--- src/rtl/bw_pixel_streamer.sv ---
// ---------------------------------------------------------------------------
// bw_pixel_streamer
//
// Front-end transmitter for the serial black-and-white line buffer.
// Grayscale pixels arrive in raster order over a valid/ready handshake. Each
// accepted pixel is thresholded to a single bit. One cycle later that bit is
// presented on d_out, with the line buffer's active-low shift enable (ena)
// pulled low for exactly that cycle. Column and row counters follow the
// emitted bit. A pulse marks frame completion, and another marks a
// start-of-frame that arrives in the middle of a frame.
//
// Parameters
//   IMG_W   pixels per line (>= 2)
//   IMG_H   lines per frame (>= 2)
//   PIX_W   grayscale pixel width
//   THRESH  threshold: bit = (pix >= threshold), unsigned compare
//
// Ports
//   clk         rising-edge clock
//   rst         asynchronous reset, active-low
//   pix_in      grayscale pixel
//   pix_valid   pix_in valid
//   pix_sof     marks pix_in as pixel (0,0), sampled with pix_valid
//   pix_ready   pixel accepted this cycle when pix_valid is also high
//   hold        downstream stall, blocks acceptance while streaming
//   d_out       thresholded bit to the line buffer d_in
//   ena         line buffer shift enable, active-low
//   col, row    position of the last emitted bit
//   frame_done  1-cycle pulse after the last pixel of a frame is emitted
//   resync_err  1-cycle pulse, in the emit cycle, when SOF arrives mid-frame
//
// Optional feature (macro THRESH_PROG_EN)
//   When THRESH_PROG_EN is defined, two ports are added: thr_in and thr_load.
//   thr_load=1 registers thr_in as the new threshold. The reset value is
//   THRESH. The new value applies only to pixels accepted after the load
//   cycle. When the macro is undefined, the threshold is the constant THRESH.
// ---------------------------------------------------------------------------
module bw_pixel_streamer #(
    parameter int IMG_W  = 640,
    parameter int IMG_H  = 480,
    parameter int PIX_W  = 8,
    parameter int THRESH = 128
) (
    input  logic                     clk,
    input  logic                     rst,
    input  logic [PIX_W-1:0]         pix_in,
    input  logic                     pix_valid,
    input  logic                     pix_sof,
    output logic                     pix_ready,
    input  logic                     hold,
`ifdef THRESH_PROG_EN
    input  logic [PIX_W-1:0]         thr_in,
    input  logic                     thr_load,
`endif
    output logic                     d_out,
    output logic                     ena,
    output logic [$clog2(IMG_W)-1:0] col,
    output logic [$clog2(IMG_H)-1:0] row,
    output logic                     frame_done,
    output logic                     resync_err
);

    localparam int COL_W = $clog2(IMG_W);
    localparam int ROW_W = $clog2(IMG_H);
    localparam logic [COL_W-1:0] COL_LAST = COL_W'(IMG_W - 1);
    localparam logic [ROW_W-1:0] ROW_LAST = ROW_W'(IMG_H - 1);

    typedef enum logic [1:0] {
        IDLE,
        STREAM,
        DONE
    } state_t;

    state_t state;

    logic [PIX_W-1:0] thr;
    logic             accept;
    logic             emit;
    logic             pix_bit;
    logic [COL_W-1:0] next_col;
    logic [ROW_W-1:0] next_row;
    logic             next_is_last;

    // Threshold source. The programmable register updates at the clock edge.
    // A pixel accepted in the same cycle as a load is therefore still compared
    // against the old value.
`ifdef THRESH_PROG_EN
    always_ff @(posedge clk or negedge rst) begin
        if (!rst) begin
            thr <= PIX_W'(THRESH);
        end else if (thr_load) begin
            thr <= thr_in;
        end
    end
`else
    assign thr = PIX_W'(THRESH);
`endif

    // Ready is combinational, so that hold stalls acceptance in the same
    // cycle. In IDLE the block always accepts, so that stray non-SOF pixels
    // are drained. Ready is forced low while reset is asserted.
    always_comb begin
        pix_ready = 1'b0;
        if (rst) begin
            case (state)
                IDLE:    pix_ready = 1'b1;
                STREAM:  pix_ready = !hold;
                default: pix_ready = 1'b0;
            endcase
        end
    end

    assign accept  = pix_valid & pix_ready;
    assign pix_bit = (pix_in >= thr);

    // A pixel is emitted only when it belongs to a frame. That is either any
    // pixel in STREAM, or an SOF pixel that opens a frame from IDLE. A non-SOF
    // pixel accepted in IDLE is dropped silently.
    assign emit = accept & ((state == STREAM) | pix_sof);

    // Position the accepted pixel will take. SOF (or leaving IDLE) restarts
    // at (0,0). Otherwise the column advances and wraps into the next row.
    always_comb begin
        next_col = '0;
        next_row = '0;
        if (!pix_sof && state == STREAM) begin
            if (col == COL_LAST) begin
                next_col = '0;
                next_row = row + 1'b1;
            end else begin
                next_col = col + 1'b1;
                next_row = row;
            end
        end
    end

    assign next_is_last = (next_col == COL_LAST) && (next_row == ROW_LAST);

    // Main sequencer. All outputs are registered, so an accepted pixel shows
    // up one cycle later with ena low. frame_done and resync_err default low
    // each cycle, which makes them single-cycle pulses. An asynchronous reset
    // drops any pixel accepted in the cycle before, because ena is forced high.
    always_ff @(posedge clk or negedge rst) begin
        if (!rst) begin
            state      <= IDLE;
            d_out      <= 1'b0;
            ena        <= 1'b1;
            col        <= '0;
            row        <= '0;
            frame_done <= 1'b0;
            resync_err <= 1'b0;
        end else begin
            ena        <= !emit;
            frame_done <= 1'b0;
            resync_err <= 1'b0;
            case (state)
                IDLE, STREAM: begin
                    if (emit) begin
                        d_out      <= pix_bit;
                        col        <= next_col;
                        row        <= next_row;
                        resync_err <= (state == STREAM) && pix_sof;
                        state      <= next_is_last ? DONE : STREAM;
                    end
                end
                DONE: begin
                    frame_done <= 1'b1;
                    state      <= IDLE;
                end
                default: begin
                    state <= IDLE;
                end
            endcase
        end
    end

endmodule

--- config.mk ---
export PLATFORM = sky130hd
export DESIGN_NAME = bw_pixel_streamer
export DESIGN_NICKNAME = d
export VERILOG_FILES = /design/src/rtl/bw_pixel_streamer.sv
export SDC_FILE = /design/constraint.sdc
export NUM_CORES = 1
export LEC_CHECK = 0
export CORE_MARGIN = 2
export CORE_UTILIZATION = 40
export DETAILED_ROUTE_END_ITERATION = 6
export PLACE_DENSITY = 0.65
export SLEW_MARGIN = 15
export SYNTH_ARGS = -nofsm -noshare
export SYNTH_HDL_FRONTEND = slang
export SYNTH_SLANG_ARGS = --single-unit
export TNS_END_PERCENT = 5
--- constraint.sdc ---
create_clock -name clk -period 2.9 [get_ports clk]
set_input_delay 0.58 -clock clk [delete_from_list [all_inputs] [get_ports clk]]
set_output_delay 0.58 -clock clk [all_outputs]
set_load 0.02 [all_outputs]
[Word-level counts from Yosys, hierarchy flattened]
Index checks and enable logic that the tools add are counted.
Word-level totals
  input bits: 13
  word-level logic and storage cells: 40
  bits in registers: 25
  output and inout port bits: 24
  latch bits: 0
  RAM bits: 0
  memories kept: 0
  bits in read-only memories: 0
Cells by class
  div/mod/pow operators: 0
  reductions and logical operators: 9
  bitwise logic cells: 3
  $mul: 0
  $lt $le $gt $ge: 1
  eq/ne operators: 6
  multiplexer cells: 12
  $add $sub $neg: 2
  shift-type cells: 0
Operator list (count)
  $eq A10 B10 Y1 const B: 2
  $mux W10: 2
  $mux W9: 2
  $add A10 B1 Y10 const B: 1
  $add A9 B1 Y9 const B: 1
  $eq A9 B9 Y1 const B: 1
  $ge A8 B8 Y1 const B: 1
  $mux W2: 3
  $mux W1: 4
  $logic_and A1 B1 Y1: 3
  $logic_not A1 Y1: 3
  $and A1 B1 Y1: 2
  $eq A2 B1 Y1 const B: 1
  $eq A2 B2 Y1 const B: 1
  $logic_not A2 Y1: 1
  $ne A2 B2 Y1 const B: 1
  $pmux W1 S2: 1
  $reduce_and A2 Y1: 1
  $reduce_or A2 Y1: 1
  $or A1 B1 Y1: 1

[Longest topological paths before layout]
Gate-level depths: netlist (run 1).
  depth after elaboration: 8
  mapped depth: 9
  mapped depth without buffers: 7

[Worst setup path after synthesis (run 1)]
OpenSTA, ideal clock, no wires.
  kind: register -> register
  start: register col[0]
  end: register state[0]
  data arrival time: 2.174 ns
  path buffers: 1
  slack: 0.598 ns
  period minus slack after synthesis: 2.302 ns
  stages on the path, launching flop included: 9
  library setup time: 0.127 ns
  required time: 2.773 ns
  cell sequence: dfrtp_1 ha_1 buf_4 and4_4 nand4_2 xor2_1 or4_4 nor4_2 nor2_1
On the way
  word-level cells in the longest chain between the ends: 8
  elaborated cells between the ends (all ways): 12
  those cells by class: add/sub: 1; eq/ne: 3; mux: 7; reduce/logical: 1
Ends and longest elaborated chain
  from (decl): RTL line 57  | output logic [$clog2(IMG_W)-1:0] col,
  from (signal assigned): RTL line 160  | col <= next_col;
  $add A10 B1 Y10 or $eq A10 B10 Y1 (tied branches): RTL line 131, 127
  $mux W10 or $mux W9 (tied branches): RTL line 127  | if (col == COL_LAST) begin
  $mux W10 or $mux W9 (tied branches): RTL line 126  | if (!pix_sof && state == STREAM) begin
  $eq A10 B10 Y1 or $eq A9 B9 Y1 (tied branches): RTL line 137  | assign next_is_last = (next_col == COL_LAST) && (next_row == ROW_LAST);
  $logic_and A1 B1 Y1 (*): RTL line 137
  $mux W2 (*): RTL line 163  | state <= next_is_last ? DONE : STREAM;
  $mux W2 (*): RTL line 158  | if (emit) begin
  $mux W2 (*): RTL line 156  | case (state)
  to (signal assigned): RTL line 163
  to (decl): RTL line 74  | state_t state;
Every way passes the cells marked *; elsewhere a longest branch is shown, timed or not. The select of a mux whose other input is x is not followed.
A chain may end at the register's enable or synchronous reset.

[Final worst setup path (run 1)]
  start: input rst
  end: output pix_ready
On the way
  word-level cells in the longest chain between the ends: 1
Ends and longest elaborated chain
  from (decl): RTL line 45  | input logic rst,
  $mux W1: RTL line 104  | if (rst) begin
  to (decl): RTL line 49  | output logic pix_ready,
Every way passes these cells.

==> results_dict.tcl, run 1 <==
set metrics [dict create \
    p_int_w 0.000531 \
    die_h_um 64.9 \
    start_util 0.412 \
    powerDensity_nw_per_um2 392 \
    ant_nets 0 \
    crit_path_max_incr_delay_ns 0.60 \
    num-nets-final 213 \
    area_growth_pct 26.7 \
    power.switching_w 0.000206 \
    tns_ns 0 \
    setup.worst_path.end_class "output pin" \
    grt_pass1_vias 1298 \
    yosys_warnings 0 \
    cp-start-kind "input pin" \
    clock_power_share 0.284 \
    cts_tree "yes" \
    clkTransAtPathRegs_ns 0.09 \
    max-slew-margin-rel 0.394 \
    cts.repair.resized 0 \
    vdd_ir_drop_max_mv 0.252 \
    drv_slew 0 \
    finClkSkew_ns 0.00672 \
    synth.distinct_cells 47 \
    grt_pass1_wl_um 6270 \
    clk-insertion-delay-late_ns 0.27 \
    arrival_ns 1.96 \
    num-fill-cells 348 \
    antenna_found_initial 0 \
    grt_use_total 0.189 \
    cts_setup_buffers 0 \
    setup_viol 0 \
    p_seq_frac 0.521 \
    cts_hold_buf 0 \
    overflow 0 \
    status "completed" \
    post-route-period-util 0.878 \
    synth_ff_type "dfrtp_1" \
    grt_setup_unrepaired "no" \
    cts_max_level 1 \
    path_buf_inv 2 \
    cts.sinks 25 \
    cp_max_fo 7 \
    routed_wl_um 3650 \
    die-width_um 64.9 \
    cts_buffers 3 \
    synth_area_sq_um 1480 \
    dp_hpwl_um 2660 \
    core_area_sq_um 3610 \
    die-area_sq_um 4210 \
    initialDrtViolationCount 101 \
    first_pass_iters 4 \
    worstPathCellList "clkdlybuf4s50_1 -> and3b_1 -> clkdlybuf4s50_1" \
    period_minus_slack_ns 2.54 \
    fmax_mhz 393 \
    clockBufferDepth 2 \
    synth_edf_count 0 \
    p_sw_frac 0.279 \
    synth-async-reset-ratio 1.00 \
    diodes 0 \
    grt_max_degree 14 \
    final-hold-violation-count 0 \
    cp_slowest_cell "clkdlybuf4s50_1" \
    row_count 22 \
    final_cell_mix "o21ai_0, clkdlybuf4s50_1, dfrtp_1" \
    drc 0 \
    layout-drive-gt1-share 0.102 \
    p_comb_frac 0.195 \
    hold_class "flip-flop to flip-flop" \
    fin_total_pwr_w 0.000737 \
    syn_nets 182 \
    critPathTopFamily "buffers and inverters" \
    tightest_slew_ns 0.903 \
    wl_per_cell_um 14.9 \
    synth_area_per_cell_sq_um 8.89 \
    port_buffers 29 \
    gp_congestion 0.860 \
    p_leak_nw 0.739 \
    ioPinCount 37 \
    synthCells 167 \
    ys_seq_elements 25 \
    path_class "input pin to output pin" \
    via_per_inst 5.78 \
    worst_ep_required_time_ns 2.32 \
    ys_seq_area_frac 0.422 \
    fin_util 0.522 \
    cpMostUsedCell "clkdlybuf4s50_1" \
    route.vias.total 1417 \
    max_cap_viol_count 0 \
    ctsRootBufferMaster "clkbuf_8" \
]
worst paths after layout:
check	from	end	slack, ns	cells after the start
worst max-delay path	rst	pix_ready	0.36	3
worst min-delay path	d_out$_DFFE_PN0P_	d_out$_DFFE_PN0P_	0.52	1
worst max register to register	col[0]$_DFFE_PN0P_	state[0]$_DFFE_PN0P_	0.48	7
worst min register to register	d_out$_DFFE_PN0P_	d_out$_DFFE_PN0P_	0.52	1
max in group asynchronous	rst	ena$_DFF_PN1_	1.90	2
min in group asynchronous	rst	state[0]$_DFFE_PN0P_	0.53	1
state kept, by name (all words and copies together) (netlist names):
| name | count |
|---|---|
| col | 10 |
| d_out | 1 |
| ena | 1 |
| frame_done | 1 |
| resync_err | 1 |
| row | 9 |
| state | 2 |
per-stage QoR:
stage	cell area, sq um	setup slack (ns)	hold slack (ns)	std cells
after global placement	1840	0.362	0.486	241
after detailed placement	1840	0.346	0.499	241
final	1880	0.355	0.517	245
after floorplan	1480	0.598	0.284	167
after CTS	1880	0.345	0.519	245
after global routing	1880	0.236	0.537	245
cell families (layout without fill, tap and decap cells):
logic type	after synthesis	in the layout	share of synthesized area
and+or+nand+nor	77	77	0.306
AOI/OAI and AO/OA	48	48	0.191
DFF	25	25	0.422
buffers and inverters	9	39	0.0270
xor gates and xnor gates	5	5	0.0295
adders and majority gates	2	2	0.0169
muxes	1	1	0.00759
area by class of cell:
cell class                 count  area (sq um)  share of cell area
tap                           48          60.1              0.0319
clock buffer                   4          45.0              0.0240
timing repair buffer          34           328               0.174
multi-input combinational    133           817               0.434
sequential                    25           627               0.333
inverter                       1          3.75             0.00200
power by group through the flow:
stage | registers, W | logic (W) | clock network, W
floorplan | 0.000407 | 0.0000594 | 0
global placement | 0.000390 | 0.000142 | 0
detailed placement | 0.000391 | 0.000144 | 0
CTS | 0.000385 | 0.000145 | 0.000214
global route | 0.000388 | 0.000156 | 0.000229
finish | 0.000384 | 0.000144 | 0.000209
cell usage after synthesis (2+ instances only):
cell / count / area share
nor3_1: 3 / 0.010
and4b_1: 2 / 0.013
xnor2_1: 3 / 0.018
o21ai_0: 29 / 0.098
ha_1: 2 / 0.017
dfrtp_1: 24 / 0.40
nand4_1: 7 / 0.030
a21oi_1: 5 / 0.017
clkbuf_1: 4 / 0.010
nand3_1: 8 / 0.027
nand2_1: 17 / 0.043
and2_1: 3 / 0.013
and3_1: 5 / 0.021
xor2_1: 2 / 0.012
nor2b_1: 2 / 0.0084
nor4_1: 2 / 0.0084
a22o_1: 2 / 0.012
a31oi_1: 2 / 0.0084
o31ai_1: 4 / 0.020
nor2_1: 14 / 0.035
per-layer routing:
layer	share of wire	wire (um)	track usage
met3	0.036	132	0.0208
met5	0	0	0
met4	0.015	55	0.0638
met1	0.47	1720	0.258
met2	0.48	1750	0.311
(Power assumes the default switching activity.)
==> run 2: changes to the inputs <==
==> constraint.sdc (replaced) <==
create_clock -name clk -period 2.9 [get_ports clk]
set_input_delay 0.58 -clock clk [delete_from_list [all_inputs] [get_ports clk]]
set_output_delay 0.58 -clock clk [all_outputs]
set_load 0.1 [all_outputs]
==> run 2 against run 1 <==
Critical path type is now flip-flop to flip-flop; count of clock-buffer cells in the layout fell by 1; utilization is 1.1 points lower; combinational power rose by 74%; die area is the same; clock power is essentially flat; non-clock buffer count up 1; hold slack better by 0.0086 ns; critical path depth increased by 4; final cell count up 0.41%.
==> results_dict.tcl, run 2 (synthesis results as in run 1) <==
set metrics [dict create \
    fin_cells 246 \
    placed_area_sq_um 1800 \
    ctsRootBufferMaster "clkbuf_8" \
    num-nets-final 214 \
    vdd_ir_drop_max_mv 0.414 \
    powerDensity_nw_per_um2 457 \
    first_pass_iters 4 \
    setup.worst_path.end_class "flip-flop" \
    ioPinCount 37 \
    period_minus_slack_ns 2.44 \
    via_per_inst 5.79 \
    cts_max_level 1 \
    path_class "flip-flop to flip-flop" \
    cts.repair.resized 0 \
    initialDrtViolationCount 112 \
    row_count 22 \
    gp_congestion 0.884 \
    drc 0 \
    cp-start-kind "flip-flop" \
    core_area_sq_um 3610 \
    route.vias.total 1425 \
    grt_pass1_wl_um 5810 \
    clock_power_share 0.246 \
    p_seq_frac 0.458 \
    dp_cells 242 \
    antenna_found_initial 0 \
    cts_hold_buf 0 \
    cts_buffers 3 \
    die-area_sq_um 4210 \
    power.switching_w 0.000316 \
    largest_reg_flops 10 \
    overflow 0 \
    p_int_w 0.000525 \
    finClkSkew_ns 0.00665 \
    die_h_um 64.9 \
    path_buf_inv 0 \
    worstPathCellList "ha_1 -> and4_4 -> nand4_2 -> xor2_1 -> or4_4 -> nor4_2 -> nor2_1" \
    crit_path_max_incr_delay_ns 0.51 \
    drv_slew 0 \
    cts.sinks 25 \
    dp_hpwl_um 2650 \
    finish.instance_area_sq_um 1840 \
    critPathTopFamily "simple AND/OR/NAND/NOR gates" \
    tns_ns 0 \
    reg_top3 "col x10, row x9, state x2" \
    worst_slack_ns 0.455 \
    cp-startpoint "col[0]$_DFFE_PN0P_" \
    worst_ep_required_time_ns 3.05 \
    post-place-ws_ns 0.409 \
    p_comb_frac 0.297 \
    routed_wl_um 3590 \
    clockBufferDepth 2 \
    max-slew-margin-rel 0.520 \
    status "completed" \
    p_sw_frac 0.376 \
    tightest_slew_ns 0.715 \
    ant_nets 0 \
    fmax_mhz 409 \
    largest_register "col" \
    die-width_um 64.9 \
    diodes 0 \
    clk-insertion-delay-late_ns 0.27 \
    grt_max_degree 15 \
    area_growth_pct 24.1 \
    setup_viol 0 \
    port_buffers 29 \
    grt_use_total 0.173 \
    cp_max_fo 9 \
    hold_class "input pin to async pin" \
    clkTransAtPathRegs_ns 0.09 \
    cts_tree "yes" \
    start_util 0.412 \
    cp_slowest_cell "or4_4" \
    worst_r2r_startpoint "col[0]$_DFFE_PN0P_" \
    p_leak_nw 0.792 \
    arrival_ns 2.59 \
    grt_pass1_vias 1289 \
    grt_setup_unrepaired "no" \
    final-hold-violation-count 0 \
    final_cell_mix "o21ai_0, buf_4, dfrtp_1" \
    max_cap_viol_count 0 \
    cts_setup_buffers 0 \
    wl_per_cell_um 14.6 \
    layout-drive-gt1-share 0.232 \
    post-route-period-util 0.843 \
]
## run 2: cell type report
| class | count | area (sq um) |
|---|---|---|
| tap | 48 | 60.1 |
| timing repair buffer | 35 | 288 |
| sequential | 25 | 627 |
| inverter | 1 | 3.75 |
| fill | 346 | 1760 |
| clock inverter | 1 | 5.00 |
| clock buffer | 3 | 41.3 |
| multi-input combinational | 133 | 817 |
## run 2: through the flow
step                 util  hold slack [ns]  total power (W)
global placement    0.498            0.489         0.000638
detailed placement  0.498            0.508         0.000641
floorplan               -            0.284         0.000573
finish              0.511            0.525         0.000841
global route        0.511            0.535         0.000877
CTS                 0.511            0.530         0.000850
## run 2: final timing paths
kind                                        end  cells after the start  slack (ns)
max in group asynchronous         ena$_DFF_PN1_                      2        1.90
min                        state[0]$_DFFE_PN0P_                      1        0.53
max                        state[0]$_DFFE_PN0P_                      7        0.46
max reg2reg                state[0]$_DFFE_PN0P_                      7        0.46
min in group clk              d_out$_DFFE_PN0P_                      1        0.53
min reg2reg                   d_out$_DFFE_PN0P_                      1        0.53
## run 2: power by group through the flow
stage / Clock [W] / Combinational (W) / Sequential (W)
after global placement: 0 / 0.000248 / 0.000390
final: 0.000207 / 0.000250 / 0.000385
after detailed placement: 0 / 0.000250 / 0.000391
after CTS: 0.000215 / 0.000251 / 0.000385
after floorplan: 0 / 0.0000650 / 0.000508
after global routing: 0.000226 / 0.000263 / 0.000388
## run 2: layer usage
metal / wire, um / vias up / global-route usage
li1: - / 683 / -
met1: 1710 / 699 / 0.241
met2: 1710 / 41 / 0.274
met3: 138 / 2 / 0.0226
met4: 33 / 0 / 0.0638
met5: 0 / - / 0
